==> config.mk <==
export PLATFORM = sky130hd
export DESIGN_NAME = piso_serializer_flat
export DESIGN_NICKNAME = d
export VERILOG_FILES = /design/src/rtl/piso_serializer_if.sv /design/src/rtl/piso_serializer.sv /design/src/flat_wrapper.sv
export SDC_FILE = /design/constraint.sdc
export NUM_CORES = 1
export LEC_CHECK = 0
export CORE_AREA = 2 2 39 41
export DETAILED_ROUTE_END_ITERATION = 10
export DIE_AREA = 0 0 41 43
export DONT_BUFFER_PORTS = 1
export HOLD_SLACK_MARGIN = 0.15
export PLACE_DENSITY = 0.39
export SLEW_MARGIN = 30
export SYNTH_ARGS = -nofsm -noshare
export SYNTH_HDL_FRONTEND = slang
export SYNTH_SLANG_ARGS = --single-unit
==> constraint.sdc <==
create_clock -name clk -period 3.63 [get_ports clk]
set_input_delay 0.726 -clock clk [delete_from_list [all_inputs] [get_ports clk]]
set_output_delay 0.726 -clock clk [all_outputs]
set_load 0.01 [all_outputs]
==> src/rtl/piso_serializer_if.sv <==
// Word-in / bit-out bus of the PISO serializer: a valid/ready parallel
// side and a framed serial side.
interface piso_serializer_if #(
    parameter int WIDTH = 4
);
    logic [WIDTH-1:0] pi;
    logic             pi_valid;
    logic             pi_ready;
    logic             so;
    logic             so_valid;
    logic             so_sof;
    logic             so_eof;
    logic             busy;

    // master: the word producer and serial consumer; slave: the serializer
    modport master (
        output pi, pi_valid,
        input  pi_ready, so, so_valid, so_sof, so_eof, busy
    );
    modport slave (
        input  pi, pi_valid,
        output pi_ready, so, so_valid, so_sof, so_eof, busy
    );
endinterface

==> src/rtl/piso_serializer.sv <==
// Parallel-in serial-out serializer: takes a WIDTH-bit word on a valid/ready
// handshake and emits it one bit per clock, gapless across back-to-back words.
module piso_serializer #(
    parameter int WIDTH     = 4,
    parameter bit MSB_FIRST = 1'b1
) (
    input  logic                clk,
    input  logic                rst,
    piso_serializer_if.slave    bus
);
    localparam int              CNT_W = (WIDTH > 1) ? $clog2(WIDTH) : 1;
    localparam logic [CNT_W-1:0] LAST = CNT_W'(WIDTH - 1);

    typedef enum logic {IDLE, SHIFT} state_t;

    state_t           state;
    logic [WIDTH-1:0] shreg;
    logic [CNT_W-1:0] cnt;
    logic             last;
    logic             accept;

    assign last   = (cnt == LAST);
    // A new word may land on the final bit cycle, which keeps words gapless.
    assign bus.pi_ready = rst && ((state == IDLE) || last);
    assign accept       = bus.pi_valid && bus.pi_ready;

    // NOTE: all state updates use non-blocking assignments so every register
    // samples the pre-edge values regardless of statement order.
    always_ff @(posedge clk) begin
        if (!rst) begin
            state <= IDLE;
            shreg <= '0;
            cnt   <= '0;
        end else begin
            case (state)
                IDLE: begin
                    if (accept) begin
                        shreg <= bus.pi;
                        cnt   <= '0;
                        state <= SHIFT;
                    end
                end
                SHIFT: begin
                    if (last) begin
                        if (accept) begin
                            shreg <= bus.pi;
                            cnt   <= '0;
                        end else begin
                            shreg <= '0;
                            cnt   <= '0;
                            state <= IDLE;
                        end
                    end else begin
                        if (MSB_FIRST) shreg <= {shreg[WIDTH-2:0], 1'b0};
                        else           shreg <= {1'b0, shreg[WIDTH-1:1]};
                        cnt <= cnt + CNT_W'(1);
                    end
                end
                default: state <= IDLE;
            endcase
        end
    end

    // Serial side is decoded purely from registers: no pi-to-so path.
    assign bus.so       = (state == SHIFT) && (MSB_FIRST ? shreg[WIDTH-1] : shreg[0]);
    assign bus.so_valid = (state == SHIFT);
    assign bus.busy     = (state == SHIFT);
    assign bus.so_sof   = (state == SHIFT) && (cnt == '0);
    assign bus.so_eof   = (state == SHIFT) && last;
endmodule
==> src/flat_wrapper.sv <==
// flat-port wrapper written by rule: the top's interface ports become plain ports
module piso_serializer_flat 
#(
    parameter int WIDTH     = 4,
    parameter bit MSB_FIRST = 1'b1
)
  (clk, rst, bus_pi, bus_pi_valid, bus_pi_ready, bus_so, bus_so_valid, bus_so_sof, bus_so_eof, bus_busy);
  piso_serializer_if #(.WIDTH(WIDTH)) bus_i ();
  input  logic clk;
  input  logic rst;
  input wire logic [$bits(bus_i.pi)-1:0] bus_pi;
  input wire logic [$bits(bus_i.pi_valid)-1:0] bus_pi_valid;
  output wire logic [$bits(bus_i.pi_ready)-1:0] bus_pi_ready;
  output wire logic [$bits(bus_i.so)-1:0] bus_so;
  output wire logic [$bits(bus_i.so_valid)-1:0] bus_so_valid;
  output wire logic [$bits(bus_i.so_sof)-1:0] bus_so_sof;
  output wire logic [$bits(bus_i.so_eof)-1:0] bus_so_eof;
  output wire logic [$bits(bus_i.busy)-1:0] bus_busy;
  assign bus_i.pi = bus_pi;
  assign bus_i.pi_valid = bus_pi_valid;
  assign bus_pi_ready = bus_i.pi_ready;
  assign bus_so = bus_i.so;
  assign bus_so_valid = bus_i.so_valid;
  assign bus_so_sof = bus_i.so_sof;
  assign bus_so_eof = bus_i.so_eof;
  assign bus_busy = bus_i.busy;
  piso_serializer #(.WIDTH(WIDTH), .MSB_FIRST(MSB_FIRST)) u_core (.clk(clk), .rst(rst), .bus(bus_i));
endmodule
==> metrics.csv, run 1 <==
stage;metric;value;unit
synth;Most used DFF post-synth;dfxtp_1;
final_layout;Area Growth Syn to Fin;6.129;%
grt;GRT overflow;0;
timing;Final Setup Violations;0;
pwr;Logic pwr share;11.4;%
grt;GRT Util Overall;10.45;%
pwr;net switching power;0.00004521;W
route;DRT Pass-1 Iters;4;
final_layout;fraction of layout cells with a size suffix above 1;8.696;%
placed_design;PortBufs;0;
timing;Final Max Slew Viols;0;
placed_design;HPWL after detailed placement;578.1;um
grt;initial antenna violation count;0;
timing;worst slew pin tran;471.1;ps
grt;largest net degree at the start of global routing;13;
timing;Hold Vio Cnt, Final;0;
job;Max Cap Viol;0;
cts;CTS Buf Count;3;
pwr;Net Sw Frac;25.10;%
route;Routed WL;769;um
cts;CTS root buffer;clkbuf_4;
route;drt drc;0;
synth;Cells after Synth;45;
timing;Final Critical Period;2116;ps
timing;Slew HR;68.55;%
cts;clk buf depth;2;
timing;Max Clk Rate;0.4726;GHz
floorplanning;die width;41;um
final_layout;Storage cell area;140.1;sq um
critical_path;crit path launch type;register;
route;Detail Route Antenna Nets;0;
pwr;Peak VDD IR;0.1328;mV
cts;Setup Buffers After CTS;0;
critical_path;WP data arrival;1390;ps
cts;H-tree levels;1;
critical_path;CP peak stage delay;610;ps
critical_path;Worst Path Required;2900;ps
synth;Seq/Total Area, Yosys;36.13;%
pwr;sequential power share;48.9;%
min_path;Hold WC Path Type;register to register;
critical_path;Worst path slowest cell;dfxtp_1;
critical_path;Buf/Inv on CP;0;
cts;clk slew on worst S/H paths;50;ps
cts;Worst-Skew Late Latency;250;ps
status;status;complete, no violations;
synth;Synth area leader;dfxtp_1;
synth;Synth Net Count;54;
synth;syn_area_per_cell;8.619;sq um
timing;Final Cycle Share;58.29;%
critical_path;CP delay by family, top;flip-flops;
synth;count of distinct cell types in the synthesized netlist;22;
final_layout;Final nets;56;
floorplanning;Die ar.;1763;sq um
floorplanning;I/O Pins;13;
critical_path;FF-to-FF setup slack;2370;ps
synth;fraction of registers with async set or reset after synthesis;0;%
critical_path;ordered cell list for the critical path;nor2b_4, and2b_1;
cts;post-CTS resize count;0;
floorplanning;die height;43;um
critical_path;Crit Path Class;register to output port;
placed_design;global placement routability congestion;0.7288;
placed_design;DP Worst Slack;1763;ps
timing;RSZ-0062 raised after global routing;no;
pwr;internal power;0.0001349;W
pwr;Pwr Density;437.6;nW/um^2
cts;Hold Buf Count CTS;0;
critical_path;Max Fanout on Critical Path;12;
timing;Post-Route Setup TNS;0;ps
cts;clock sinks;7;
synth;EDFF count, synth;0;
route;via/cell ratio;5.081;
route;drt wl/cell;12.40;um
grt;vias in the first global route;300;
synth;Ys Warns;0;
pwr;cell leakage power;0.1682;nW
grt;global-route wire length before repair;1262;um
final_layout;Filler cells;159;
critical_path;Setup crit end kind;output port;
timing;clk_skew;1.789;ps
final_layout;Multi-input gate area;214.0;sq um
floorplanning;core area;1384;sq um
synth;Area contributors post-synth;dfxtp_1, a21oi_1, and2_1;
synth;top cell type's share of synthesized area;36.13;%
synth;post-synthesis register bit count;7;
route;Via Count;315;
timing;final setup margin;1514;ps
synth;synthesized area;387.9;sq um
floorplanning;FP Rows;14;
final_layout;Inserted Diodes;0;
route;number of DRC markers in iteration 0;4;
pwr;Clock power frac;39.7;%
floorplanning;initial core utilization;28.03;%
cts;CTS tree;built;
-- stage by stage --
step | total power [W] | area [sq um] | util [%] | hold slack [ps] | std cells
3_3_place_gp | 0.0001102 | 385.4 | 27.85 | 500.5 | 58
2_1_floorplan | 0.0001100 | 387.9 | - | 475.3 | 45
3_5_place_dp | 0.0001106 | 385.4 | 27.85 | 515.0 | 58
5_1_grt | 0.0001905 | 411.6 | 29.75 | 561.8 | 62
6_report | 0.0001801 | 411.6 | 29.75 | 523.9 | 62
4_1_cts | 0.0001824 | 411.6 | 29.75 | 530.5 | 62
-- layout make-up --
| type | instances | area share, % |
|---|---|---|
| Clock buffer | 4 | 6.383 |
| Inverter | 3 | 2.736 |
| Multi-Input combinational cell | 32 | 51.98 |
| Sequential cell | 7 | 34.04 |
| Tap cell | 16 | 4.863 |
-- state kept, by name (all words and copies together) (netlist names) --
name,cells
u_core.cnt,2
u_core.bus.busy,1
u_core.shreg,4
-- final timing paths --
| path | startpoint | to | depth (start not counted) |
|---|---|---|---|
| hold / removal | u_core.shreg[0] | u_core.shreg[0] | 2 |
| hold reg to reg | u_core.shreg[0] | u_core.shreg[0] | 2 |
| setup / recovery | u_core.bus.busy | bus_pi_ready | 2 |
| setup reg to reg | u_core.bus.busy | u_core.shreg[0] | 3 |
-- cells by family (layout without fill, tap and decap cells) --
| group | count (synthesis) | in the layout | share of synthesized area [%] |
|---|---|---|---|
| and+or+nand+nor | 15 | 15 | 25.16 |
| muxes | 1 | 1 | 2.581 |
| buffers and inverters | 6 | 7 | 8.709 |
| adders and majority gates | 2 | 2 | 6.451 |
| AOI/OAI and AO/OA | 14 | 14 | 20.97 |
| DFF | 7 | 7 | 36.13 |
-- synthesized netlist by cell type, types with 2 or more instances --
cell,count
dfxtp_1,7
a21oi_1,6
nor2_1,2
and2_1,4
inv_1,3
ha_1,2
o21ai_0,5
nor2b_1,2
-- worst register-to-register path: cells and delay by family (launching register included) --
| kind | cells | cell delay, ps |
|---|---|---|
| AOI/OAI and AO/OA | 1 | 190 |
| DFF | 1 | 610 |
| and+or+nand+nor | 2 | 360 |
-- power groups by stage --
stage | logic (W) | registers, W | clock network, W
2_1_floorplan | 0.0000229 | 0.0000870 | 0
3_3_place_gp | 0.0000206 | 0.0000896 | 0
3_5_place_dp | 0.0000208 | 0.0000898 | 0
4_1_cts | 0.0000209 | 0.0000882 | 0.0000733
5_1_grt | 0.0000233 | 0.0000892 | 0.0000780
6_report | 0.0000205 | 0.0000881 | 0.0000715
-- per-layer routing --
layer,track usage [%],vias up,share of wire (%)
met2,14.37,15,42
li1,-,154,-
met1,13.23,144,46
met4,6.000,0,2.2
met3,4.188,2,9.6
met5,0,-,0
-- cell usage in the layout, fill, tap and decap left out --
master | netlist | routed
a2bb2oi_1 | 1 | 1
a222oi_1 | 1 | 1
and3_1 | 1 | 1
nor2_1 | 2 | 2
ha_1 | 2 | 2
a21oi_1 | 6 | 6
o21ai_0 | 5 | 5
mux2i_1 | 1 | 1
dfxtp_1 | 7 | 7
nand3b_1 | 1 | 1
or2_1 | 1 | 1
clkbuf_4 | 0 | 3
and2_1 | 4 | 4
and2b_1 | 1 | 1
nand2_1 | 1 | 1
o21a_1 | 1 | 1
nor3b_1 | 1 | 1
nor2b_1 | 2 | 2
inv_1 | 3 | 3
nor2b_4 | 1 | 1
clkbuf_1 | 1 | 1
No activity file was read; power rests on OpenSTA's default activity.
==> inputs of run 2 (changes only) <==
Settings changed: PLACE_DENSITY 0.39 to 0.4.
Clock period 3.63 ns to 1.9 ns, I/O delays scaled along.
==> run 2 against run 1 <==
Clock power increased by 89%. Clock-buffer cell count is the same. Flip-flop and latch count stayed put. Die area stayed put. Setup slack lost 1200 ps. Non-clock buffer count is 1 higher. Sequential share of layout area down 0.61 points. Combinational power increased by 130%. Global-route usage grew 1.5 points. Sequential power rose by 85%. Cell count up 1.6%. Worst hold slack got worse by 280 ps. Largest cell class unchanged.
==> metrics.csv, run 2 (synthesis gave the netlist of run 1 again) <==
stage;metric;value;unit;change
final_layout;fraction of layout cells with a size suffix above 1;10.64;%;+1.9 points
final_layout;most frequent cells in the layout;dfxtp_1, a21oi_1, o21ai_0, and2_1;;
timing;Post-Route Setup TNS;0;ps;unchanged
timing;Hold Vio Cnt, Final;0;;unchanged
final_layout;number of flip-flops in the largest register;4;;unchanged
timing;Final Cycle Share;85.36;%;
grt;global-route wire length before repair;1393;um;+10%
floorplanning;Die ar.;1763;sq um;unchanged
status;status;complete, no violations;;
critical_path;Setup crit end kind;output port;;
grt;GR Util met3;6.806;%;+2.6 points
critical_path;reg2reg end;u_core.shreg[2];;
timing;clk_skew;5.772;ps;+3.983 ps
route;drt drc;0;;unchanged
timing;Slew HR;83.09;%;+15 points
floorplanning;I/O Pins;13;;unchanged
pwr;Power Total;0.0003446;W;+91%
grt;largest net degree at the start of global routing;12;;-1
cts;H-tree levels;1;;unchanged
pwr;Pwr Density;822.2;nW/um^2;+88%
pwr;cell leakage power;0.1732;nW;+3.0%
timing;Final Critical Period;1622;ps;
cts;post-CTS resize count;0;;unchanged
final_layout;Inserted Diodes;0;;unchanged
final_layout;fin area;419.2;sq um;+1.8%
cts;clock sinks;7;;unchanged
floorplanning;die width;41;um;unchanged
timing;Max Clk Rate;0.6166;GHz;
pwr;Peak VDD IR;0.4754;mV;+260%
critical_path;Reg2Reg Depth;4;;+1
cts;Worst-Skew Late Latency;250;ps;about the same
grt;GRT overflow;0;;unchanged
timing;RSZ-0062 raised after global routing;no;;
route;via/cell ratio;4.857;;-4.4%
min_path;Hold Crit Start;rst;;
route;Via Count;306;;-2.9%
timing;Final Setup Violations;0;;unchanged
floorplanning;initial core utilization;28.03;%;unchanged
final_layout;Most flops, register;u_core.shreg;;
placed_design;global placement routability congestion;0.6976;;-4.3%
critical_path;worst r2r src;u_core.cnt[0];;
grt;GRT Util Overall;11.97;%;+1.5 points
floorplanning;FP Rows;14;;unchanged
final_layout;Non-Filler Instances;63;;+1.6%
cts;Hold Buf Count CTS;0;;unchanged
critical_path;Worst Path Required;1520;ps;-1380 ps
route;Routed WL;790;um;+2.7%
min_path;Hold WC Path Type;input pin to register;;
grt;initial antenna violation count;0;;unchanged
job;Max Cap Viol;0;;unchanged
min_path;worst hold path stage count;1;;-1
placed_design;HPWL after detailed placement;572.6;um;-0.95%
cts;Setup Buffers After CTS;0;;unchanged
grt;met2 Use GR;15.00;%;+0.63 points
timing;Min Hold Slack;247.4;ps;-276.5 ps
grt;met1 Resource Use GR;14.89;%;+1.7 points
min_path;Hold Crit Endpoint;u_core.bus.busy;;
placed_design;PortBufs;0;;unchanged
critical_path;Max Fanout on Critical Path;6;;-6
grt;gr busiest metal;met2;;
placed_design;placed cell areas;392.9;sq um;+1.9%
final_layout;Area Growth Syn to Fin;8.065;%;
route;drt wl/cell;12.54;um;+1.1%
critical_path;WP data arrival;1240;ps;-150 ps
final_layout;most common cell after layout, fill and taps aside;dfxtp_1;;
cts;clk slew on worst S/H paths;60;ps;about the same
route;Detail Route Antenna Nets;0;;unchanged
cts;CTS root buffer;clkbuf_4;;
final_layout;Final nets;57;;+1.8%
placed_design;dpl cells;59;;+1.7%
critical_path;Worst path slowest cell;dfxtp_1;;
critical_path;crit path launch type;register;;
grt;vias in the first global route;314;;+4.7%
cts;CTS tree;built;;
timing;worst slew pin tran;253.6;ps;-217.5 ps
final_layout;Filler cells;155;;-2.5%
route;DRT Pass-1 Iters;4;;unchanged
critical_path;Crit Path Class;register to output port;;
route;number of DRC markers in iteration 0;6;;+2
cts;clk buf depth;2;;unchanged
critical_path;ordered cell list for the critical path;ha_1, nor2b_4, and2b_1;;
floorplanning;core area;1384;sq um;unchanged
cts;CTS Buf Count;3;;unchanged
critical_path;CP peak stage delay;340;ps;-270 ps
floorplanning;die height;43;um;unchanged
critical_path;FF-to-FF setup slack;670;ps;-1700 ps
timing;Final Max Slew Viols;0;;unchanged
-- run 2: cell count changes in the layout (fill, tap and decap cells not counted) --
cell	previous run	this run
buf_4	0	1
-- run 2: layout make-up --
type / instances / area [sq um] / share of cell area (%)
timing repair buffer: 1 / 7.507 / 1.791
inverter: 3 / 11.26 / 2.687
multi-input combinational: 32 / 214.0 / 51.04
tap: 16 / 20.02 / 4.776
clock buffer: 4 / 26.28 / 6.269
sequential: 7 / 140.1 / 33.43
-- run 2: metrics by stage --
step	util (%)	setup WS, ps
detailed placement	28.39	538.8
global route	30.29	187.9
finish	30.29	278.1
global placement	28.39	556.9
floorplan	-	605.5
CTS	30.29	267.7
-- run 2: critical path, delay by kind of cell (launching register included) --
family / cells / cell delay, ps
adders and majority gates: 1 / 250
and+or+nand+nor: 2 / 410
DFF: 1 / 340
-- run 2: where the power goes --
part,internal [W],switching (W),total [W]
sequential,0.000158,0.00000563,0.000163
combinational,0.0000217,0.0000248,0.0000465
clock,0.0000802,0.0000547,0.000135
-- run 2: layer usage --
metal,share of wire (%),vias to the layer above
met2,44,6
met4,1.1,0
met5,0,-
met1,46,143
met3,8.7,2
li1,-,155
-- run 2: how the worst max path moves through the flow --
stage / start / end / slack (ps) / cells after the start
4_1_cts: u_core.cnt[0] / bus_pi_ready / 270 / 3
3_3_place_gp: u_core.cnt[0] / bus_pi_ready / 560 / 3
3_5_place_dp: u_core.cnt[0] / bus_pi_ready / 540 / 3
2_1_floorplan: u_core.cnt[0] / bus_pi_ready / 610 / 3
5_1_grt: u_core.cnt[0] / bus_pi_ready / 190 / 3
6_report: u_core.cnt[0] / bus_pi_ready / 280 / 3
